File: config.mk
export PLATFORM = sky130hd
export DESIGN_NAME = alu_mc_flat
export DESIGN_NICKNAME = d
export VERILOG_FILES = /design/src/rtl/alu_mc_if.sv /design/src/rtl/alu_mc.sv /design/src/flat_wrapper.sv
export SDC_FILE = /design/constraint.sdc
export NUM_CORES = 1
export LEC_CHECK = 0
export ABC_AREA = 0
export BUFFER_PORTS_ARGS = -buffer_cell sky130_fd_sc_hd__clkbuf_2
export CAP_MARGIN = 20
export CORE_UTILIZATION = 55
export CTS_CLUSTER_DIAMETER = 150
export DETAILED_ROUTE_END_ITERATION = 7
export PLACE_DENSITY = 0.75
export SETUP_SLACK_MARGIN = 0.02
export SLEW_MARGIN = 20
export SYNTH_ARGS = -nofsm -noshare
export SYNTH_HDL_FRONTEND = slang
export SYNTH_SLANG_ARGS = --single-unit
File: constraint.sdc
create_clock -name clk -period 8.31 [get_ports clk]
set_input_delay 1.662 -clock clk [delete_from_list [all_inputs] [get_ports clk]]
set_output_delay 1.662 -clock clk [all_outputs]
set_load 0.02 [all_outputs]
File: src/rtl/alu_mc_if.sv
// rtl/alu_mc_if.sv - operand/result handshake bundle for alu_mc
interface alu_mc_if #(
    parameter int WIDTH = 16
);
    logic             in_valid;
    logic             in_ready;
    logic [WIDTH-1:0] a;
    logic [WIDTH-1:0] b;
    logic [2:0]       alu_control;
    logic             out_valid;
    logic             out_ready;
    logic [WIDTH-1:0] result;
    logic [WIDTH-1:0] result_hi;
    logic             zero;
    logic             div_by_zero;

    modport master (
        output in_valid, a, b, alu_control, out_ready,
        input  in_ready, out_valid, result, result_hi, zero, div_by_zero
    );

    modport slave (
        input  in_valid, a, b, alu_control, out_ready,
        output in_ready, out_valid, result, result_hi, zero, div_by_zero
    );
endinterface

File: src/rtl/alu_mc.sv
// rtl/alu_mc.sv - multi-cycle ALU with iterative mul/divu; divider built only with ALU_MC_DIV_EN
module alu_mc #(
    parameter int WIDTH = 16
) (
    input  logic     clk,
    input  logic     reset,
    alu_mc_if.slave  bus
);
    localparam int CNT_W = $clog2(WIDTH + 1);

    typedef enum logic [1:0] {
        IDLE = 2'd0,
        MUL  = 2'd1,
`ifdef ALU_MC_DIV_EN
        DIV  = 2'd2,
`endif
        DONE = 2'd3
    } state_t;

    state_t           state_q, state_d;
    logic [CNT_W-1:0] cnt_q, cnt_d;
    logic [WIDTH-1:0] opd_q, opd_d;
    logic [WIDTH-1:0] acc_q, acc_d;
    logic [WIDTH-1:0] lo_q, lo_d;
    logic [WIDTH-1:0] result_q, result_d;
    logic [WIDTH-1:0] result_hi_q, result_hi_d;
    logic             zero_q, zero_d;
    logic             div_by_zero_q, div_by_zero_d;

    logic [WIDTH-1:0] alu_out;
    logic [WIDTH:0]   mul_sum;
`ifdef ALU_MC_DIV_EN
    logic [WIDTH:0]   div_shift;
    logic             div_qbit;
`endif

    always_comb begin
        alu_out = '0;
        case (bus.alu_control)
            3'b000:  alu_out = bus.a + bus.b;
            3'b001:  alu_out = bus.a - bus.b;
            3'b010:  alu_out = bus.a & bus.b;
            3'b011:  alu_out = bus.a | bus.b;
            3'b100:  alu_out = WIDTH'(bus.a < bus.b);
            3'b111:  alu_out = WIDTH'($signed(bus.a) < $signed(bus.b));
            default: alu_out = '0;
        endcase
    end

    // {acc, lo} is the running product; lo starts as the multiplier and is consumed LSB first
    assign mul_sum = {1'b0, acc_q} + (lo_q[0] ? {1'b0, opd_q} : '0);

`ifdef ALU_MC_DIV_EN
    // acc is the partial remainder, lo shifts dividend bits out and quotient bits in
    assign div_shift = {acc_q, lo_q[WIDTH-1]};
    assign div_qbit  = (div_shift >= {1'b0, opd_q});
`endif

    always_ff @(posedge clk) begin
        if (reset) begin
            state_q       <= IDLE;
            cnt_q         <= '0;
            opd_q         <= '0;
            acc_q         <= '0;
            lo_q          <= '0;
            result_q      <= '0;
            result_hi_q   <= '0;
            zero_q        <= 1'b1;
            div_by_zero_q <= 1'b0;
        end else begin
            state_q       <= state_d;
            cnt_q         <= cnt_d;
            opd_q         <= opd_d;
            acc_q         <= acc_d;
            lo_q          <= lo_d;
            result_q      <= result_d;
            result_hi_q   <= result_hi_d;
            zero_q        <= zero_d;
            div_by_zero_q <= div_by_zero_d;
        end
    end

    always_comb begin
        state_d       = state_q;
        cnt_d         = cnt_q;
        opd_d         = opd_q;
        acc_d         = acc_q;
        lo_d          = lo_q;
        result_d      = result_q;
        result_hi_d   = result_hi_q;
        div_by_zero_d = div_by_zero_q;
        case (state_q)
            IDLE: begin
                if (bus.in_valid) begin
                    div_by_zero_d = 1'b0;
                    case (bus.alu_control)
                        3'b101: begin
                            state_d = MUL;
                            cnt_d   = CNT_W'(WIDTH);
                            opd_d   = bus.a;
                            acc_d   = '0;
                            lo_d    = bus.b;
                        end
                        3'b110: begin
`ifdef ALU_MC_DIV_EN
                            if (bus.b == '0) begin
                                state_d       = DONE;
                                result_d      = '1;
                                result_hi_d   = bus.a;
                                div_by_zero_d = 1'b1;
                            end else begin
                                state_d = DIV;
                                cnt_d   = CNT_W'(WIDTH);
                                opd_d   = bus.b;
                                acc_d   = '0;
                                lo_d    = bus.a;
                            end
`else
                            state_d       = DONE;
                            result_d      = '0;
                            result_hi_d   = '0;
                            div_by_zero_d = 1'b1;
`endif
                        end
                        default: begin
                            state_d     = DONE;
                            result_d    = alu_out;
                            result_hi_d = '0;
                        end
                    endcase
                end
            end
            MUL: begin
                acc_d = mul_sum[WIDTH:1];
                lo_d  = {mul_sum[0], lo_q[WIDTH-1:1]};
                cnt_d = cnt_q - CNT_W'(1);
                if (cnt_q == CNT_W'(1)) begin
                    state_d     = DONE;
                    result_d    = lo_d;
                    result_hi_d = acc_d;
                end
            end
`ifdef ALU_MC_DIV_EN
            DIV: begin
                acc_d = div_qbit ? (div_shift[WIDTH-1:0] - opd_q) : div_shift[WIDTH-1:0];
                lo_d  = {lo_q[WIDTH-2:0], div_qbit};
                cnt_d = cnt_q - CNT_W'(1);
                if (cnt_q == CNT_W'(1)) begin
                    state_d     = DONE;
                    result_d    = lo_d;
                    result_hi_d = acc_d;
                end
            end
`endif
            DONE: begin
                if (bus.out_ready) state_d = IDLE;
            end
            default: state_d = IDLE;
        endcase
        zero_d = (result_d == '0);
    end

    always_comb begin
        bus.in_ready    = (state_q == IDLE);
        bus.out_valid   = (state_q == DONE);
        bus.result      = result_q;
        bus.result_hi   = result_hi_q;
        bus.zero        = zero_q;
        bus.div_by_zero = div_by_zero_q;
    end
endmodule

File: src/flat_wrapper.sv
// flat-port wrapper written by rule: the top's interface ports become plain ports
module alu_mc_flat 
#(
    parameter int WIDTH = 16
)
  (clk, reset, bus_in_valid, bus_a, bus_b, bus_alu_control, bus_out_ready, bus_in_ready, bus_out_valid, bus_result, bus_result_hi, bus_zero, bus_div_by_zero);
  alu_mc_if #(.WIDTH(WIDTH)) bus_i ();
  input  logic clk;
  input  logic reset;
  input wire logic [$bits(bus_i.in_valid)-1:0] bus_in_valid;
  input wire logic [$bits(bus_i.a)-1:0] bus_a;
  input wire logic [$bits(bus_i.b)-1:0] bus_b;
  input wire logic [$bits(bus_i.alu_control)-1:0] bus_alu_control;
  input wire logic [$bits(bus_i.out_ready)-1:0] bus_out_ready;
  output wire logic [$bits(bus_i.in_ready)-1:0] bus_in_ready;
  output wire logic [$bits(bus_i.out_valid)-1:0] bus_out_valid;
  output wire logic [$bits(bus_i.result)-1:0] bus_result;
  output wire logic [$bits(bus_i.result_hi)-1:0] bus_result_hi;
  output wire logic [$bits(bus_i.zero)-1:0] bus_zero;
  output wire logic [$bits(bus_i.div_by_zero)-1:0] bus_div_by_zero;
  assign bus_i.in_valid = bus_in_valid;
  assign bus_i.a = bus_a;
  assign bus_i.b = bus_b;
  assign bus_i.alu_control = bus_alu_control;
  assign bus_i.out_ready = bus_out_ready;
  assign bus_in_ready = bus_i.in_ready;
  assign bus_out_valid = bus_i.out_valid;
  assign bus_result = bus_i.result;
  assign bus_result_hi = bus_i.result_hi;
  assign bus_zero = bus_i.zero;
  assign bus_div_by_zero = bus_i.div_by_zero;
  alu_mc #(.WIDTH(WIDTH)) u_core (.clk(clk), .reset(reset), .bus(bus_i));
endmodule
==> impl_results.md <==
- Final wirelength: 21400 um
- Starting Density: 56.3%
- Max-slew headroom: 37.0%
- IO Port Bufs: 74
- Detailed Route Iter0 Violations: 758
- First-pass GRT wire length: 33700 um
- Max FO, Critical Path: 4
- Period utilisation layout: 54.3%
- Cell row count: 41
- CTS tree: done
- Remaining DRCs: 0
- DIE AREA: 0.0134 sq mm
- Critical Path AT: 4.79 ns
- Clk_lat worst skew: 0.35 ns
- Die Width: 116 um
- Worst endpoint required time: 8.59 ns
- Post-synthesis sequential area ratio: 25.1%
- Initial antenna violation count: 0
- Leakage: 3.41 nW
- Outcome: finished clean
- Resized Gates After CTS: 0
- Number of fill cells in the layout: 1186
- Commonest non-fill, non-tap cell in the layout: nand2_1
- Post-Syn Instances: 956
- Synthesized Nets: 1068
- CTS root buf: clkbuf_16
- Max Fclk: 222 MHz
- IO Count: 75
- Ys async rst share: 0%
- Flop2flop setup slack: 4.25 ns
- Total clock sinks: 89
- Setup bufs post-CTS: 0
- CTS buffer count: 9
- Post-synth cell types: 80
- Reg2reg end: u_core.bus.result_hi[13]$_SDFFE_PP0P_
- Startpoint Class: primary input
- Slew Limit Fails: 0
- Post-Syn Area: 0.00710 sq mm
- Hold Startpoint: u_core.opd_q[5]$_SDFFE_PP0P_
- Least-Margin Pin Slew: 0.946 ns
- Max IR drop VDD: 145 uV
- Hold depth: 2
- Worst Setup EP: u_core.bus.zero$_SDFF_PP1_
- Post-synth EDFFs: 0
- Vias in the first global route: 6576
- Top FF cell, synth: dfxtp_1
- CTS H-tree lvls: 3
- Syn_area_per_cell: 7.43 sq um
- Vias per cell: 6.25
- DIE HEIGHT: 116 um
- Minimum clock period: 4.51 ns
- # setup viols final: 0
- Sum of negative setup slack: 0 ns
- Syn-to-layout area delta: 10.9%
- Placer Congestion: 0.944
- Path depth of the worst reg2reg path: 12
- Final core occ: 62.4%
- GRT Util Overall: 32.7%
- Commonest non-fill, non-tap cells in the layout: nand2_1 (120), nor2_1 (102), dfxtp_1 (89), a21oi_1 (85), clkbuf_2 (73)
- Routed Antenna Nets: 0
- Worst setup startpoint: bus_a[0]
- Pre-Repair DR Iteration Count: 5
- Worst Skew: 0.00563 ns
- GR Overflow Total: 0
- Nets: 1108
- Yosys warns: 0
- Worst Setup End Kind: register
- CTS Buffer Depth: 2
- Pin count of the biggest net entering global routing: 96
- RSZ-0062 raised after global routing: no
- Hold-fix buffers at CTS: 0
- Max-Cap Viols: 0
- Core area: 0.0126 sq mm
- Layout cell share with drive strength beyond 1: 12.3%
- DP HPWL: 15700 um
- Number of synthesized register bits: 89
- Cell area power density: 161 mW/mm^2
- Min-delay worst type: reg -> reg
- Clock transition at path regs: 0.06 ns
- Non-filler instance count after layout: 1173
- Placed cells: 1157
- Vias: 7335
- Wirelength per Cell: 18.2 um
- Hold Vio Cnt, Final: 0
- # diodes: 0
- Reg2reg start: u_core.lo_q[0]$_SDFFE_PP0P_
- Critical path start-end classification: in -> reg
## where the power goes
part	switching (mW)	internal, mW	total [mW]
sequential	0.0319	0.450	0.482
clock	0.166	0.280	0.446
combinational	0.215	0.122	0.336
## cell usage after synthesis (all sizes together), types with 5 or more instances
| cell | count | share of area [%] |
|---|---|---|
| a22oi | 19 | 2.0 |
| nor2 | 104 | 5.5 |
| nand2 | 120 | 6.3 |
| o311ai | 7 | 0.86 |
| ha | 70 | 12 |
| mux2i | 5 | 0.70 |
| and2 | 20 | 1.8 |
| o21ai | 44 | 3.1 |
| or2 | 8 | 0.74 |
| a22o | 8 | 0.99 |
| nand2b | 9 | 0.79 |
| a311oi | 19 | 2.3 |
| a21oi | 85 | 6.0 |
| or3 | 5 | 0.44 |
| a21o | 12 | 1.3 |
| nor3b | 7 | 0.74 |
| nand3b | 7 | 0.74 |
| a211oi | 9 | 0.95 |
| o22ai | 14 | 1.2 |
| buf | 7 | 0.53 |
| a221oi | 12 | 1.7 |
| inv | 68 | 3.6 |
| clkbuf | 47 | 2.5 |
| dfxtp | 89 | 25 |
| nand3 | 20 | 1.4 |
| a2111oi | 5 | 0.70 |
| xnor2 | 15 | 1.8 |
| nor3 | 18 | 1.3 |
| o31ai | 11 | 1.2 |
| nor2b | 12 | 1.1 |
| a31oi | 10 | 0.88 |
## worst min-delay path by stage
stage / to / slack (ns)
floorplan: u_core.opd_q[0]$_SDFFE_PP0P_ / 0.43
global placement: u_core.opd_q[9]$_SDFFE_PP0P_ / 0.44
detailed placement: u_core.opd_q[9]$_SDFFE_PP0P_ / 0.44
CTS: u_core.opd_q[9]$_SDFFE_PP0P_ / 0.45
global route: u_core.opd_q[9]$_SDFFE_PP0P_ / 0.47
finish: u_core.opd_q[5]$_SDFFE_PP0P_ / 0.45
## sequential cells by signal, indices dropped and copies added, names as in the netlist
register	cells
u_core.cnt_q	5
u_core.bus.result	16
u_core.lo_q	16
u_core.acc_q	16
u_core.opd_q	16
u_core.state_q	2
u_core.bus.result_hi	16
u_core.bus.zero	1
u_core.bus.div_by_zero	1
## logic make-up after synthesis
family,after synthesis,synth area share (%)
AO/OA/AOI/OAI,296,28.5
XOR/XNOR,19,2.34
adder cells (fa/ha/maj),73,13.2
buffers and inverters,124,6.71
flip-flops,89,25.1
AND/OR/NAND/NOR,347,22.8
multiplexers,8,1.39
## final cells by class
type	count	area (sq um)	share of cell area [%]
Multi-Input combinational cell	743	4850	61.6
Timing Repair Buffer	83	442	5.61
Tap cell	172	215	2.73
Inverter	70	263	3.34
Clock inverter	2	60.1	0.763
Sequential cell	89	1780	22.6
Clock buffer	14	264	3.35
## critical path, cell delays in order
cell       delay (ns)
clkbuf_2         0.11
inv_1            0.06
ha_1             0.22
fa_1             0.42
or2_2            0.33
a221oi_2         0.38
o2111a_1         0.34
o31ai_1          0.14
a2111oi_0        0.39
o31a_1           0.21
o31a_1           0.16
o2111a_1         0.18
a41o_1           0.18
## per-stage QoR
stage	area [sq um]	worst slack (ns)	power, mW	hold slack [ns]
floorplan	7100	3.97	0.715	0.432
global route	7870	3.62	1.32	0.466
global placement	7540	3.57	0.812	0.440
CTS	7870	3.84	1.26	0.452
detailed placement	7550	3.49	0.816	0.444
finish	7870	3.80	1.26	0.450
## per-layer routing
layer	GRT usage (%)	routed length, um	vias to the layer above
met2	48.7	9230	359
li1	-	-	3509
met1	44.3	9450	3402
met4	16.3	927	0
met5	0	0	-
met3	7.37	1790	65
Note: power is estimated with default switching activity, not from simulation.
